$ cat src/rtl/stp_frame_if.sv
// stp_frame_if: sample input, frame output handshake and overflow flag of the framer
//  master: producer/consumer side (drives fir_*, frm_ready, clr_ovf)
//  slave : framer side (drives frm_valid, frm_data, ovf)
interface stp_frame_if #(parameter int DW = 16, parameter int OW = 32, parameter int N = 16);
  logic fir_valid;
  logic [DW-1:0] fir_d;
  logic frm_ready;
  logic clr_ovf;
  logic frm_valid;
  logic [N*OW-1:0] frm_data;
  logic ovf;
  modport master(output fir_valid, fir_d, frm_ready, clr_ovf, input frm_valid, frm_data, ovf);
  modport slave(input fir_valid, fir_d, frm_ready, clr_ovf, output frm_valid, frm_data, ovf);
endinterface

$ cat src/rtl/stp_frame.sv
// stp_frame: serial-to-parallel framer, N sign-extended lanes with hop/overlap and optional bit-reversed lanes
//  CLK, RST_N (async, active low)
//  bus.fir_valid/fir_d in; bus.frm_valid/frm_data/frm_ready frame handshake; bus.ovf sticky drop flag, bus.clr_ovf clears it
module stp_frame #(
  parameter int DW = 16,
  parameter int OW = 32,
  parameter int N = 16,
  parameter int HOP = 16,
  parameter bit FLUSH_ON_GAP = 1'b1,
  parameter bit BITREV = 1'b0
) (
  input logic CLK,
  input logic RST_N,
  stp_frame_if.slave bus
);
  localparam int LG = $clog2(N);
  localparam int CW = $clog2(N + 1);
  logic [DW-1:0] win [N];
  logic [DW-1:0] nwin [N];
  logic [CW-1:0] fill_cnt, hop_cnt;
  logic first, done, load;
  logic [N*OW-1:0] frame;
  function automatic logic [LG-1:0] rev(input logic [LG-1:0] x);
    for (int b = 0; b < LG; b++) rev[b] = x[LG-1-b];
  endfunction
  always_comb begin
    for (int i = 0; i < N - 1; i++) nwin[i] = win[i+1];
    nwin[N-1] = bus.fir_d;
  end
  // frame is built from the post-shift window so the completing sample bypasses straight into its lane
  always_comb begin
    frame = '0;
    for (int i = 0; i < N; i++) frame[(BITREV ? int'(rev(LG'(i))) : i)*OW +: OW] = OW'($signed(nwin[i]));
  end
  assign done = bus.fir_valid & ((first & (fill_cnt == CW'(N - 1))) | ((fill_cnt == CW'(N)) & (hop_cnt == CW'(HOP - 1))));
  assign load = done & (~bus.frm_valid | bus.frm_ready);
  always_ff @(posedge CLK or negedge RST_N) begin
    if (!RST_N) begin
      for (int i = 0; i < N; i++) win[i] <= '0;
      fill_cnt <= '0;
      hop_cnt <= '0;
      first <= 1'b1;
      bus.frm_valid <= 1'b0;
      bus.frm_data <= '0;
      bus.ovf <= 1'b0;
    end else begin
      if (bus.fir_valid) begin
        for (int i = 0; i < N; i++) win[i] <= nwin[i];
        fill_cnt <= (fill_cnt == CW'(N)) ? fill_cnt : fill_cnt + CW'(1);
        // restart the hop phase at every frame so each later frame carries exactly HOP new samples
        hop_cnt <= (done || hop_cnt == CW'(HOP - 1)) ? '0 : hop_cnt + CW'(1);
        if (done) first <= 1'b0;
      end else if (FLUSH_ON_GAP) begin
        fill_cnt <= '0;
        hop_cnt <= '0;
        first <= 1'b1;
      end
      bus.frm_valid <= load | (bus.frm_valid & ~bus.frm_ready);
      if (load) bus.frm_data <= frame;
      bus.ovf <= (done & ~load) | (bus.ovf & ~bus.clr_ovf);
    end
  end
endmodule

$ cat src/flat_wrapper.sv
// flat-port wrapper written by rule: the top's interface ports become plain ports
module stp_frame_flat 
#(
  parameter int DW = 16,
  parameter int OW = 32,
  parameter int N = 16,
  parameter int HOP = 16,
  parameter bit FLUSH_ON_GAP = 1'b1,
  parameter bit BITREV = 1'b0
)
  (CLK, RST_N, bus_fir_valid, bus_fir_d, bus_frm_ready, bus_clr_ovf, bus_frm_valid, bus_frm_data, bus_ovf);
  stp_frame_if #(.DW(DW), .OW(OW), .N(N)) bus_i ();
  input logic CLK;
  input logic RST_N;
  input wire logic [$bits(bus_i.fir_valid)-1:0] bus_fir_valid;
  input wire logic [$bits(bus_i.fir_d)-1:0] bus_fir_d;
  input wire logic [$bits(bus_i.frm_ready)-1:0] bus_frm_ready;
  input wire logic [$bits(bus_i.clr_ovf)-1:0] bus_clr_ovf;
  output wire logic [$bits(bus_i.frm_valid)-1:0] bus_frm_valid;
  output wire logic [$bits(bus_i.frm_data)-1:0] bus_frm_data;
  output wire logic [$bits(bus_i.ovf)-1:0] bus_ovf;
  assign bus_i.fir_valid = bus_fir_valid;
  assign bus_i.fir_d = bus_fir_d;
  assign bus_i.frm_ready = bus_frm_ready;
  assign bus_i.clr_ovf = bus_clr_ovf;
  assign bus_frm_valid = bus_i.frm_valid;
  assign bus_frm_data = bus_i.frm_data;
  assign bus_ovf = bus_i.ovf;
  stp_frame #(.DW(DW), .OW(OW), .N(N), .HOP(HOP), .FLUSH_ON_GAP(FLUSH_ON_GAP), .BITREV(BITREV)) u_core (.CLK(CLK), .RST_N(RST_N), .bus(bus_i));
endmodule
$ cat config.mk
export PLATFORM = sky130hd
export DESIGN_NAME = stp_frame_flat
export DESIGN_NICKNAME = d
export VERILOG_FILES = /design/src/rtl/stp_frame_if.sv /design/src/rtl/stp_frame.sv /design/src/flat_wrapper.sv
export SDC_FILE = /design/constraint.sdc
export NUM_CORES = 1
export LEC_CHECK = 0
export CAP_MARGIN = 25
export CORE_AREA = 2 2 211 213
export DETAILED_ROUTE_END_ITERATION = 8
export DIE_AREA = 0 0 213 215
export HOLD_SLACK_MARGIN = 0.12
export PLACE_DENSITY_LB_ADDON = 0.25
export SLEW_MARGIN = 20
export SYNTH_ARGS = -nofsm -noshare
export SYNTH_HDL_FRONTEND = slang
export SYNTH_SLANG_ARGS = --single-unit
$ cat constraint.sdc
create_clock -name CLK -period 2.6 [get_ports CLK]
set_input_delay 0.39 -clock CLK [delete_from_list [all_inputs] [get_ports CLK]]
set_output_delay 0.39 -clock CLK [all_outputs]
set_load 0.005 [all_outputs]
# Word-level counts from Yosys, hierarchy flattened
# Cells that the tools add are included.
dict set report word_totals {
  reg_bits 749
  out_inout_bits 514
}
dict set report op_classes {
  add_sub_neg 2
  n_eq_ne 5
  mux 6
  n_bitwise 15
  n_reduce_logical 1
}
# op n
set ops {}
lappend ops {{$mux W5} 4}
lappend ops {{$add A5 B1 Y5 const B} 2}
lappend ops {{$eq A5 B4 Y1 const B} 2}
lappend ops {{$and A1 B1 Y1} 7}
lappend ops {{$eq A5 B5 Y1 const B} 1}
lappend ops {{$not A1 Y1} 4}
lappend ops {{$or A1 B1 Y1} 4}
lappend ops {{$mux W1} 2}
lappend ops {{$ne A2 B1 Y1 const B} 1}
lappend ops {{$ne A2 B2 Y1 const B} 1}
lappend ops {{$logic_or A1 B1 Y1} 1}

# Depth between registers and ports, before layout
dict set report logic_depth {
  word_depth 8
  depth_mapped 9
  mapped_depth_nobuf 7
}

# Least setup slack after synthesis
# No wires, ideal clock.
dict set report synth_path {
  kind {register -> register}
  startpoint {reg u_core.fill_cnt[0]}
  endpoint {reg u_core.bus.frm_data[100]}
  setup_time_ns 0.127
  arrival_time_ns 1.923
  setup_slack_ns 0.549
  path_stages_with_launch 10
  synth_period_minus_slack_ns 2.051
  path_cell_list {dfrtp_1 -> ha_1 -> and3_1 -> ha_1 -> nand2_1 -> a21boi_4 -> nor2_8 -> buf_8 -> buf_8 -> mux2_1}
}
dict set report synth_between {
  elab_chain_cells 5
}
# element line_no
set synth_lines {}
lappend synth_lines {{from (decl)} stp_frame.sv:20} ;# logic [CW-1:0] fill_cnt, hop_cnt;
lappend synth_lines {{from (signal assigned)} stp_frame.sv:49} ;# fill_cnt <= (fill_cnt == CW'(N)) ? fill_cnt : fill_cnt + CW'(1);
lappend synth_lines {{$eq A5 B4 Y1 or $eq A5 B5 Y1 (tied branches)} stp_frame.sv:35} ;# assign done = bus.fir_valid & ((first & (fill_cnt == CW'(N - 1))) | ((fill_cnt == CW'(N)) & (hop_cnt == CW'(HO ...
lappend synth_lines {{$and A1 B1 Y1} stp_frame.sv:35}
lappend synth_lines {{$or A1 B1 Y1 (*)} stp_frame.sv:35}
lappend synth_lines {{$and A1 B1 Y1 (*)} stp_frame.sv:35}
lappend synth_lines {{$and A1 B1 Y1 (*)} stp_frame.sv:36} ;# assign load = done & (~bus.frm_valid | bus.frm_ready);
lappend synth_lines {{to (signal assigned)} stp_frame.sv:59} ;# if (load) bus.frm_data <= frame;
lappend synth_lines {{to (decl)} stp_frame_if.sv:13} ;# modport slave(input fir_valid, fir_d, frm_ready, clr_ovf, output frm_valid, frm_data, ovf);
# Mark *: on every way between the ends. The rest lies on a longest branch, timed or not.
# A chain may end at the register's enable or synchronous reset.

# Worst setup path in the final report
dict set report layout_path {
  startpoint {reg u_core.fill_cnt[0]}
  endpoint {reg u_core.bus.frm_data[238]}
}
# The elaborated chain is that of the path after synthesis.

==> out/qor.txt <==
CP Launch Type = flip-flop
Max Clock Skew = 0.01854 ns
Routed WL = 43240 um
gr ovfl total = 0
RSZ-0062 raised after global routing = no
sequential-to-total area share from yosys stat = 60.54%
std cell rows = 77
worst endpoint required time = 3.05 ns
Seq cells post-synth = 509
post-synthesis compound-gate area fraction = 0.1546%
Synth Cell Area = 21040 um2
Crit. End Element = flip-flop
largest net degree at the start of global routing = 99
Synth-to-Final Area Change = 28.16%
Synth Instances = 1364
CTS tree = yes
Root Buffer = clkbuf_16
hold slack = 0.3392 ns
max cap viols = 0
Longest Clk Path Bufs = 3
Crit Path Max Fanout = 77
Final Hold Fails = 0
worst setup margin = 0.2587 ns
Worst EP arrival = 2.79 ns
Total Neg Setup Slack = 0 ns
DR vias/cell = 4.881
kind of critical path = reg -> reg
CTS buffer count = 52
DRC Markers = 0
clk_lat worst skew = 0.58 ns
Place WS = 0.2375 ns
PortBufs = 534
first-pass GRT wire length = 67570 um
min cycle time layout = 2.341 ns
fin. max-slew vios = 0
reg2reg setup slack = 0.26 ns
first-pass detailed-route iteration total = 4
Die H = 215 um
gpl congestion = 0.7538
main combinational cell family by area after synthesis = multiplexers
ANT nets after route = 0
xor/xnor cell area share of the yosys netlist = 0.2081%
GRT Overall Usage = 18.89%
# diodes = 0
htree depth = 2
maximum clock rate = 427.1 MHz
top-level I/O count = 535
mux cell area share after synthesis = 26.59%
initial DRC count = 400
Avg WL per Cell = 18.81 um
yosys warns = 0
post-DP HPWL = 29920 um
Leak = 12.38 nW
post-synthesis adder-cell area fraction = 0.2973%
Die ar. = 45800 um2
Peak VDD IR = 0.5256 mV
Min-Delay Path Class = in -> async
core area = 43640 um2
Final Net Count = 1690
headroom to the max-slew limit = 60.89%
period utilisation layout = 90.05%
Initial Util = 48.22%
CTS Sinks = 509
status = completed
post-CTS sizing = 0
synth unique cells = 28
Clock transition at path regs = 0.06 ns
syn_area_per_cell = 15.43 um2
Slew @ Worst Pin = 0.5867 ns
post-synth net total = 1390
vias in the first global route = 11.58k
endpoints failing setup = 0
Power Density = 759.0 nW/um2
Synth Area in Simple Gates = 0.6838%
number of fillers in the final layout = 3285
die width = 213 um
share of layout cells above drive strength 1 = 22.14%
total number of vias = 11.22k
initial antenna violation count = 0
## worst max-delay path: stages (launching register included)
cell and delay [ns]:
dfrtp_1 0.42, inv_1 0.07, ha_1 0.14, nor4bb_1 0.29, buf_4 0.20, a21boi_4 0.07, nor2_8 0.19, buf_12 0.36
mux2_1 0.38
## metal layers
| metal | wire length (um) | global-route usage [%] |
|---|---|---|
| met2 | 20980 | 31.31 |
| met3 | 2923 | 4.530 |
| met1 | 18420 | 24.61 |
| met5 | 0 | 0 |
| met4 | 923 | 5.664 |
## Yosys cell counts
| cell | number | area, um2 |
|---|---|---|
| dfrtp_1 | 508 | 12710 |
| buf_4 | 258 | 1937 |
| mux2_2 | 256 | 2883 |
| mux2_1 | 240 | 2703 |
| clkbuf_1 | 25 | 93.84 |
| buf_6 | 15 | 168.9 |
| buf_8 | 11 | 165.2 |
| inv_1 | 7 | 26.28 |
| nand2_1 | 6 | 22.52 |
| nor2_1 | 6 | 22.52 |
| ha_1 | 5 | 62.56 |
| buf_2 | 3 | 15.01 |
| xnor2_1 | 3 | 26.28 |
| and2_1 | 2 | 12.51 |
| and3_1 | 2 | 12.51 |
| nand2b_1 | 2 | 12.51 |
| nand3_1 | 2 | 10.01 |
| nand3b_1 | 2 | 15.01 |
| xor2_1 | 2 | 17.52 |
| a21boi_4 | 1 | 18.77 |
| buf_12 | 1 | 20.02 |
| dfstp_2 | 1 | 26.28 |
| mux2i_1 | 1 | 10.01 |
| nor2_8 | 1 | 20.02 |
| nor2b_1 | 1 | 6.260 |
| nor4bb_1 | 1 | 10.01 |
| o21a_1 | 1 | 7.510 |
| o22ai_1 | 1 | 6.260 |
## flip-flops by register name, summed over array words and instances, names as in the netlist
name / flops
u_core.first: 1
u_core.fill_cnt: 5
u_core.bus.ovf: 1
u_core.frame: 240
u_core.bus.frm_valid: 1
u_core.hop_cnt: 5
u_core.bus.frm_data: 256
## cell type report
class | count | area (um2) | share of cell area (%)
Clock inverter | 22 | 314.1 | 1.165
Timing Repair Buffer | 559 | 5660 | 20.99
Clock buffer | 75 | 1610 | 5.971
Tap cell | 592 | 740.7 | 2.747
Sequential cell | 509 | 12740 | 47.23
Inverter | 7 | 26.28 | 0.09743
Multi-Input combinational cell | 535 | 5878 | 21.80
## power by group
group | total, W | internal (W) | switching (W) | leakage (nW)
logic | 0.00181 | 0.00121 | 0.000597 | 4.82
registers | 0.0106 | 0.00935 | 0.00124 | 6.60
clock network | 0.00807 | 0.00501 | 0.00306 | 0.962
total | 0.0205 | 0.0156 | 0.00490 | 12.4
## per-stage QoR
| stage | utilization (%) | power [W] | instance area [um2] | std cells |
|---|---|---|---|---|
| floorplan | - | 0.01154 | 21040 | 1364 |
| global placement | 57.34 | 0.01245 | 25020 | 2200 |
| detailed placement | 57.34 | 0.01261 | 25020 | 2200 |
| CTS | 61.79 | 0.02079 | 26970 | 2299 |
| global route | 61.79 | 0.02145 | 26970 | 2299 |
| finish | 61.79 | 0.02047 | 26970 | 2299 |
## worst paths after layout
| kind | startpoint | to | cells past startpoint |
|---|---|---|---|
| max reg2reg | u_core.fill_cnt[0] | u_core.bus.frm_data[238] | 8 |
| max | u_core.fill_cnt[0] | u_core.bus.frm_data[238] | 8 |
| min | RST_N | u_core.bus.frm_valid | 2 |
| min in group CLK | bus_clr_ovf | u_core.bus.ovf | 2 |
| min reg2reg | u_core.hop_cnt[0] | u_core.hop_cnt[0] | 1 |
| max in group asynchronous | RST_N | u_core.bus.frm_data[135] | 3 |
## cell usage in the layout, fill, tap and decap left out, types with 2 or more instances in the layout
| master | n |
|---|---|
| clkdlybuf4s50_1 | 532 |
| dfrtp_1 | 508 |
| mux2_2 | 256 |
| mux2_1 | 240 |
| clkbuf_16 | 54 |
| clkbuf_8 | 18 |
| buf_4 | 14 |
| clkinv_2 | 10 |
| buf_12 | 9 |
| inv_1 | 7 |
| bufinv_16 | 7 |
| nand2_1 | 6 |
| nor2_1 | 6 |
| ha_1 | 5 |
| xnor2_1 | 3 |
| clkbuf_1 | 3 |
| clkinv_4 | 3 |
| and3_1 | 2 |
| nand3b_1 | 2 |
| nand3_1 | 2 |
| xor2_1 | 2 |
| nand2b_1 | 2 |
| and2_1 | 2 |
| dlygate4sd3_1 | 2 |
| buf_8 | 2 |
## logic make-up (layout without fill, tap and decap cells)
group                      count (synthesis)  after routing
DFF                                      509            509
and+or+nand+nor                           25             25
AOI/OAI and AO/OA                          3              3
buffers and inverters                    320            663
adders and majority gates                  5              5
xor gates and xnor gates                   5              5
muxes                                    497            497
## what timing repair did
action | CTS | global route
buffers inserted | 0 | 0
hold buffers | 2 | 0
endpoints found under the hold margin | 41 | 0
Note: power is estimated with default switching activity, not from simulation.
